## src/rtl/mc_control_unit.sv

```systemverilog
// Multi-cycle RV32I sequencer: FETCH/DECODE/EXECUTE/MEMORY/WRITEBACK with a memory
// watchdog, sticky error flags and a retired-instruction counter.
module mc_control_unit #(
  parameter logic [6:0] ITYPE   = 7'b0010011,
  parameter logic [6:0] J_ITYPE = 7'b1100111,
  parameter logic [6:0] RTYPE   = 7'b0110011,
  parameter logic [6:0] BTYPE   = 7'b1100011,
  parameter logic [6:0] UTYPE   = 7'b0010111,
  parameter logic [6:0] LTYPE   = 7'b0000011,
  parameter logic [6:0] STYPE   = 7'b0100011,
  parameter logic [6:0] JTYPE   = 7'b1101111,
  parameter logic [6:0] LUI     = 7'b0110111,
  parameter int         MEM_TIMEOUT = 16
) (
  input  logic        clk,
  input  logic        rst,
  input  logic [6:0]  opcode,
  input  logic        branch_taken,
  input  logic        mem_ready,
  output logic        mem_req,
  output logic        mem_we,
  output logic        addr_sel,
  output logic        ir_we,
  output logic        pc_we,
  output logic [1:0]  alu_a_sel,
  output logic [1:0]  alu_b_sel,
  output logic [6:0]  alu_opcode,
  output logic        aluout_we,
  output logic        rf_we,
  output logic [1:0]  wb_sel,
  output logic [2:0]  state_o,
  output logic        illegal_instr,
  output logic        bus_error,
  output logic [31:0] instret
);

  typedef enum logic [2:0] {
    S_FETCH     = 3'd0,
    S_DECODE    = 3'd1,
    S_EXECUTE   = 3'd2,
    S_MEMORY    = 3'd3,
    S_WRITEBACK = 3'd4,
    S_TRAP      = 3'd7
  } state_t;

  localparam int WW = (MEM_TIMEOUT < 2) ? 1 : $clog2(MEM_TIMEOUT + 1);
  localparam logic [WW-1:0] WAIT_LAST = WW'(MEM_TIMEOUT - 1);

  state_t          state_q, state_d, nxt;
  logic [WW-1:0]   wait_q, wait_d;
  logic            illegal_q, illegal_d, buserr_q, buserr_d;
  logic [31:0]     instret_q, instret_d;

  logic            req_c, we_c, addr_c, ir_c, pc_c, aluout_c, rf_c;
  logic [1:0]      a_c, b_c, wb_c;
  logic [6:0]      op_c;
  logic            known, waiting, expire, retire;

  always_comb begin
    known = opcode inside {ITYPE, J_ITYPE, RTYPE, BTYPE, UTYPE, LTYPE, STYPE, JTYPE, LUI};
  end

  always_comb begin
    req_c    = 1'b0;
    we_c     = 1'b0;
    addr_c   = 1'b0;
    ir_c     = 1'b0;
    pc_c     = 1'b0;
    aluout_c = 1'b0;
    rf_c     = 1'b0;
    a_c      = 2'b00;
    b_c      = 2'b00;
    wb_c     = 2'b00;
    op_c     = UTYPE;
    nxt      = state_q;
    case (state_q)
      S_FETCH: begin
        req_c = 1'b1;
        a_c   = 2'b10;
        b_c   = 2'b10;
        if (mem_ready) begin
          ir_c = 1'b1;
          pc_c = 1'b1;
          nxt  = S_DECODE;
        end
      end
      S_DECODE: nxt = known ? S_EXECUTE : S_TRAP;
      S_EXECUTE: begin
        if (opcode == RTYPE) begin
          op_c = opcode; aluout_c = 1'b1; nxt = S_WRITEBACK;
        end else if (opcode == ITYPE) begin
          op_c = opcode; b_c = 2'b01; aluout_c = 1'b1; nxt = S_WRITEBACK;
        end else if (opcode == UTYPE) begin
          a_c = 2'b01; b_c = 2'b01; aluout_c = 1'b1; nxt = S_WRITEBACK;
        end else if (opcode == LUI) begin
          a_c = 2'b11; b_c = 2'b01; aluout_c = 1'b1; nxt = S_WRITEBACK;
        end else if (opcode == LTYPE || opcode == STYPE) begin
          op_c = opcode; b_c = 2'b01; aluout_c = 1'b1; nxt = S_MEMORY;
        end else if (opcode == BTYPE) begin
          a_c = 2'b01; b_c = 2'b01; pc_c = branch_taken; nxt = S_FETCH;
        end else if (opcode == JTYPE || opcode == J_ITYPE) begin
          // Link value is the already-advanced PC, written before PC takes the target.
          op_c = opcode;
          a_c  = (opcode == JTYPE) ? 2'b01 : 2'b00;
          b_c  = 2'b01;
          pc_c = 1'b1;
          rf_c = 1'b1;
          wb_c = 2'b10;
          nxt  = S_FETCH;
        end else begin
          nxt = S_TRAP;
        end
      end
      S_MEMORY: begin
        req_c  = 1'b1;
        addr_c = 1'b1;
        we_c   = (opcode == STYPE);
        if (mem_ready) nxt = (opcode == STYPE) ? S_FETCH : S_WRITEBACK;
      end
      S_WRITEBACK: begin
        rf_c = 1'b1;
        wb_c = (opcode == LTYPE) ? 2'b01 : 2'b00;
        nxt  = S_FETCH;
      end
      default: nxt = S_TRAP;
    endcase
  end

  // A ready on the would-be expiry cycle is not a wait cycle, so it completes normally.
  always_comb begin
    waiting   = req_c && !mem_ready;
    expire    = (MEM_TIMEOUT != 0) && waiting && (wait_q == WAIT_LAST);
    state_d   = expire ? S_TRAP : nxt;
    retire    = (state_d == S_FETCH) &&
                (state_q inside {S_EXECUTE, S_MEMORY, S_WRITEBACK});
    instret_d = instret_q + 32'(retire);
    illegal_d = illegal_q | ((state_q == S_DECODE) && !known);
    buserr_d  = buserr_q | expire;
    if (state_d != state_q)
      wait_d = '0;
    else if (waiting && MEM_TIMEOUT != 0)
      wait_d = wait_q + 1'b1;
    else
      wait_d = wait_q;
  end

  always_ff @(posedge clk) begin
    if (rst) begin
      state_q   <= S_FETCH;
      wait_q    <= '0;
      illegal_q <= 1'b0;
      buserr_q  <= 1'b0;
      instret_q <= '0;
    end else begin
      state_q   <= state_d;
      wait_q    <= wait_d;
      illegal_q <= illegal_d;
      buserr_q  <= buserr_d;
      instret_q <= instret_d;
    end
  end

  assign mem_req       = req_c & ~rst;
  assign mem_we        = we_c & ~rst;
  assign addr_sel      = addr_c;
  assign ir_we         = ir_c & ~rst;
  assign pc_we         = pc_c & ~rst;
  assign aluout_we     = aluout_c & ~rst;
  assign rf_we         = rf_c & ~rst;
  assign alu_a_sel     = a_c;
  assign alu_b_sel     = b_c;
  assign alu_opcode    = op_c;
  assign wb_sel        = rst ? 2'b00 : wb_c;
  assign state_o       = state_q;
  assign illegal_instr = illegal_q;
  assign bus_error     = buserr_q;
  assign instret       = instret_q;

endmodule

```

## config.mk

```make
export PLATFORM = sky130hd
export DESIGN_NAME = mc_control_unit
export DESIGN_NICKNAME = d
export VERILOG_FILES = /design/src/rtl/mc_control_unit.sv
export SDC_FILE = /design/constraint.sdc
export NUM_CORES = 1
export LEC_CHECK = 0
export ABC_AREA = 1
export CAP_MARGIN = 5
export CORE_MARGIN = 1
export CORE_UTILIZATION = 45
export DETAILED_ROUTE_END_ITERATION = 7
export PLACE_DENSITY = 0.74
export SLEW_MARGIN = 20
export SYNTH_ARGS = -nofsm -noshare
export SYNTH_HDL_FRONTEND = slang
export SYNTH_SLANG_ARGS = --single-unit
```

## constraint.sdc

```tcl
create_clock -name clk -period 3.2 [get_ports clk]
set_clock_uncertainty 0.15 [all_clocks]
set_input_delay 0.64 -clock clk [delete_from_list [all_inputs] [get_ports clk]]
set_output_delay 0.64 -clock clk [all_outputs]
set_load 0.01 [all_outputs]
```

==> summary by stage <==
Status
The flow ran to the end, and the final reports show no timing, DRC or antenna violations.

Timing
The hold slack is between 0.3 and 0.4 ns. The final period utilization is approximately 95%. Timing would allow up to roughly 0.33 GHz. The final critical delay including setup and external delays is 3.043 ns.

The total count of hold-check failures in the final report is 0. The least setup slack across all paths after layout is between 0.15 and 0.2 ns. Setup violations remaining at the end of the flow were counted as 0. The worst pin sits at a relative slew slack of 63.35%. The slew at the pin with the worst max-slew slack is ~0.55 ns. The final count of pins violating max slew came to 0. Setup repair after global routing left no endpoint under its margin.

Final layout
The number of standard cells in the final layout excluding fillers is between 500 and 600. In the layout the commonest cells are 61 x sky130_fd_sc_hd__nand2_1, 53 x sky130_fd_sc_hd__inv_1, 53 x sky130_fd_sc_hd__nor2_1, 53 x sky130_fd_sc_hd__clkdlybuf4s50_1, 43 x sky130_fd_sc_hd__buf_4. The repair_antennas step left the layout with diodes totalling 0. After routing the design area is slightly below 0.004 mm2.

The fraction of layout instances using a drive strength above 1 is 24.75%. The count of nets after finishing is 516. The area growth from synthesis to layout is 49.23%. The library cell used most frequently in the layout, excluding fill and tap cells, is sky130_fd_sc_hd__nand2_1.

Synth
The count of flip-flops with a built-in enable after synthesis is 0. The number of instances in the synthesized netlist is 390. For this run, the register share of the synthesized area comes to 32.40%.

For this run, asynchronously set or reset flops after synthesis account for 0%. The synthesized design contains 42 register bits. The unique cell type count in the Yosys netlist is 38. The mapped cell area is 0.002595 mm2. Dividing the synthesized area by the synthesized cell count gives 6.654 um2. The most used flip-flop cell after synthesis is sky130_fd_sc_hd__dfxtp_1. During synthesis, Yosys emitted a total of 0 warnings.

Worst setup path
Walking the worst path, the cells encountered are dlymetal6s2s_1, buf_4, nor2_2, nand3_2, buf_4, buf_4, a211oi_1, clkdlybuf4s50_1. The critical path capture point type is an output pin. The critical path is of the in -> out type. The data arrival time of the critical path is roughly 2.3 ns. Counting stages on the worst path, the most repeated cell is sky130_fd_sc_hd__buf_4. The largest stage delay on the critical path is about 0.57 ns.

The kind of cell adding the most delay to the critical path is buffers and inverters. The buffers plus inverters on the worst setup path is 5. The data required time of the worst path is 2.41 ns.

The critical path launch point type is an input port. The slowest stage of the critical path belongs to the cell sky130_fd_sc_hd__clkdlybuf4s50_1. In this run the worst path has a maximum fanout of 3.

Placement
The cell count after placement is 558. Buffers placed on the I/O ports in this run total 65. The post-detailed-placement half-perimeter wirelength is 5325 um. The global placement routability congestion is 0.8860. Timing analysis after detailed placement gives a worst setup slack of -0.2760 ns.

Once placement finished, the instance area stood at 0.003580 mm2.

Route
The routed wire length is 6953 um. The first routing iteration left slightly above 100 violations. The met3 routed wirelength is 235 um. The pre-antenna-repair detailed-routing pass consisted of 5 iterations. The final route contains about 2.8k vias. After detailed routing, no signal wire sits above met4. In the final routed layout, each cell accounts on average for 12.13 um. After detailed routing, the met2 layer carries 3673 um of wire. In this run the remaining antenna-violating nets after routing total 0.

The detailed router put a total of between 2000 and 3000 um of wire on met1. The count of unresolved DRC violations after routing is 0. Using the TritonRoute via totals, the vias-per-cell ratio works out to 4.970.

Clocking
The cell sitting at the root of the clock tree is a sky130_fd_sc_hd__clkbuf_8. The clock input transition at the sequential cells of the worst setup and hold paths is 0.08 ns. The number of buffers inserted during clock tree synthesis is 5.

No sink is reached through more buffers than the 2 on the longest clock path. The clock latency on the worst-skew pair is around 0.3 ns. CTS built an H-tree with a depth of 2.

The CTS tree is built. The number of clock sinks is 42.

GRT
The first-pass GRT wire length is 11310 um. The initial antenna violation count is 0. The all-layer global routing usage is about 23%. The via count of the first global-routing pass is 2655. The total overflow reported by the global router is 0. The maximum number of pins on one net before global-route repair is 24.

Floorplan
The standard cell core area is 0.005540 mm2. The initialized floorplan defines 27 standard-cell rows. Once the floorplan was initialized, standard cells occupied a little under half of the core. The die height is 77.94 um. The area enclosed by the die boundary is 0.006075 mm2. During I/O placement, the number of pins put on the boundary was 68. The floorplan step set the die width to roughly 78 um.

Power
The power per standard cell area is 409.7 mW/mm2. The largest vdd supply drop is approximately 0.4 mV. The static leakage is between 1.5 and 2 nW.

Hold path
The worst hold path belongs to the class reg -> reg.

Run
The max-cap violation count is 0.
==> cell families (layout without fill, tap and decap cells) <==
group / after synthesis / in the layout / synth area share, %
simple gates: 213 / 213 / 41.61
flops: 42 / 42 / 32.40
mux: 1 / 1 / 0.4339
buf+inv: 75 / 185 / 11.14
other cells: 1 / 2 / 0.1445
xor+xnor: 6 / 6 / 2.025
compound gates: 47 / 47 / 9.836
fa+ha+maj: 5 / 5 / 2.411
==> state kept, by name, indices dropped and copies added (netlist names) <==
signal         flops
wait_q             5
illegal_instr      1
bus_error          1
state_o            3
instret           32
==> final timing paths <==
check / slack [ns] / start / cells past startpoint / to
min: 0.31 / bus_error / 2 / bus_error
max: 0.16 / opcode[3] / 8 / aluout_we
min reg2reg: 0.31 / bus_error / 2 / bus_error
max reg2reg: 0.28 / wait_q[0] / 20 / instret[24]
==> routing by layer <==
| layer | vias up | global-route usage [%] |
|---|---|---|
| met5 | - | 0 |
| met4 | 0 | 7.222 |
| met3 | 15 | 3.294 |
| met2 | 67 | 43.89 |
| met1 | 1313 | 26.13 |
| li1 | 1453 | - |
==> power by group <==
part           switching, mW  internal [mW]  leakage (nW)  total (mW)
Clock                  0.198          0.234        0.0585       0.432
Sequential            0.0384          0.547         0.339       0.585
Combinational          0.312          0.257          1.24       0.569
Total                  0.549           1.04          1.64        1.59
==> worst register-to-register path, cell delays in order (launching register included) <==
cell	delay (ns)
sky130_fd_sc_hd__dfxtp_1	0.34
sky130_fd_sc_hd__ha_1	0.20
sky130_fd_sc_hd__inv_1	0.06
sky130_fd_sc_hd__nor2_1	0.05
sky130_fd_sc_hd__ha_1	0.20
sky130_fd_sc_hd__nand3_4	0.10
sky130_fd_sc_hd__nand2_1	0.06
sky130_fd_sc_hd__nor2_2	0.12
sky130_fd_sc_hd__nand3_1	0.10
sky130_fd_sc_hd__nor2_1	0.11
sky130_fd_sc_hd__ha_2	0.23
sky130_fd_sc_hd__ha_4	0.13
sky130_fd_sc_hd__inv_1	0.04
sky130_fd_sc_hd__nor2_2	0.11
sky130_fd_sc_hd__nand2_2	0.09
sky130_fd_sc_hd__inv_2	0.08
sky130_fd_sc_hd__nand3_4	0.08
sky130_fd_sc_hd__nor3_4	0.25
sky130_fd_sc_hd__nand2_2	0.10
sky130_fd_sc_hd__o21bai_1	0.14
sky130_fd_sc_hd__and3_1	0.15
==> cell usage after synthesis (3+ instances only) <==
master / count / area [um2]
sky130_fd_sc_hd__nand2_2: 11 / 68.82
sky130_fd_sc_hd__ha_1: 5 / 62.56
sky130_fd_sc_hd__a21oi_1: 25 / 125.1
sky130_fd_sc_hd__or2_0: 3 / 18.77
sky130_fd_sc_hd__inv_2: 10 / 37.54
sky130_fd_sc_hd__xor2_1: 4 / 35.03
sky130_fd_sc_hd__o21a_1: 3 / 22.52
sky130_fd_sc_hd__nor2_2: 12 / 75.07
sky130_fd_sc_hd__clkbuf_1: 4 / 15.01
sky130_fd_sc_hd__inv_1: 58 / 217.7
sky130_fd_sc_hd__o21ai_0: 13 / 65.06
sky130_fd_sc_hd__dfxtp_1: 42 / 840.8
sky130_fd_sc_hd__nand3_1: 22 / 110.1
sky130_fd_sc_hd__nand4_1: 8 / 50.05
sky130_fd_sc_hd__nand3_2: 8 / 80.08
sky130_fd_sc_hd__nand2_1: 62 / 232.7
sky130_fd_sc_hd__nor2_1: 60 / 225.2
sky130_fd_sc_hd__nor3_1: 12 / 60.06
sky130_fd_sc_hd__a211oi_1: 3 / 22.52
==> area by class of cell <==
class                   count  area, um2
clock buffers               5      68.82
inverters                  69      261.5
well taps                  72      90.09
clock inverters             3      43.79
repair buffers            108      988.4
multi-input cells         274       1579
flip-flops and latches     42      840.8
fillers                   498       1668
==> stage by stage <==
stage / power (mW) / TNS (ns) / util [%]
2_1_floorplan: 0.9277 / 0 / -
3_3_place_gp: 1.141 / -3.175 / 64.61
3_5_place_dp: 1.152 / -4.060 / 64.61
4_1_cts: 1.581 / -0.03299 / 66.67
5_1_grt: 1.684 / 0 / 69.90
6_report: 1.587 / 0 / 69.90
==> repair_timing <==
item / 4_1_cts / 5_1_grt
pin swaps: 0 / 15
endpoints found under the setup margin: 6 / 30
hold buffers: 0 / 0
buffers inserted: 0 / 7
hold endpoints to repair: 0 / 0
resized for setup: 6 / 37
No activity file was read; power rests on OpenSTA's default activity.
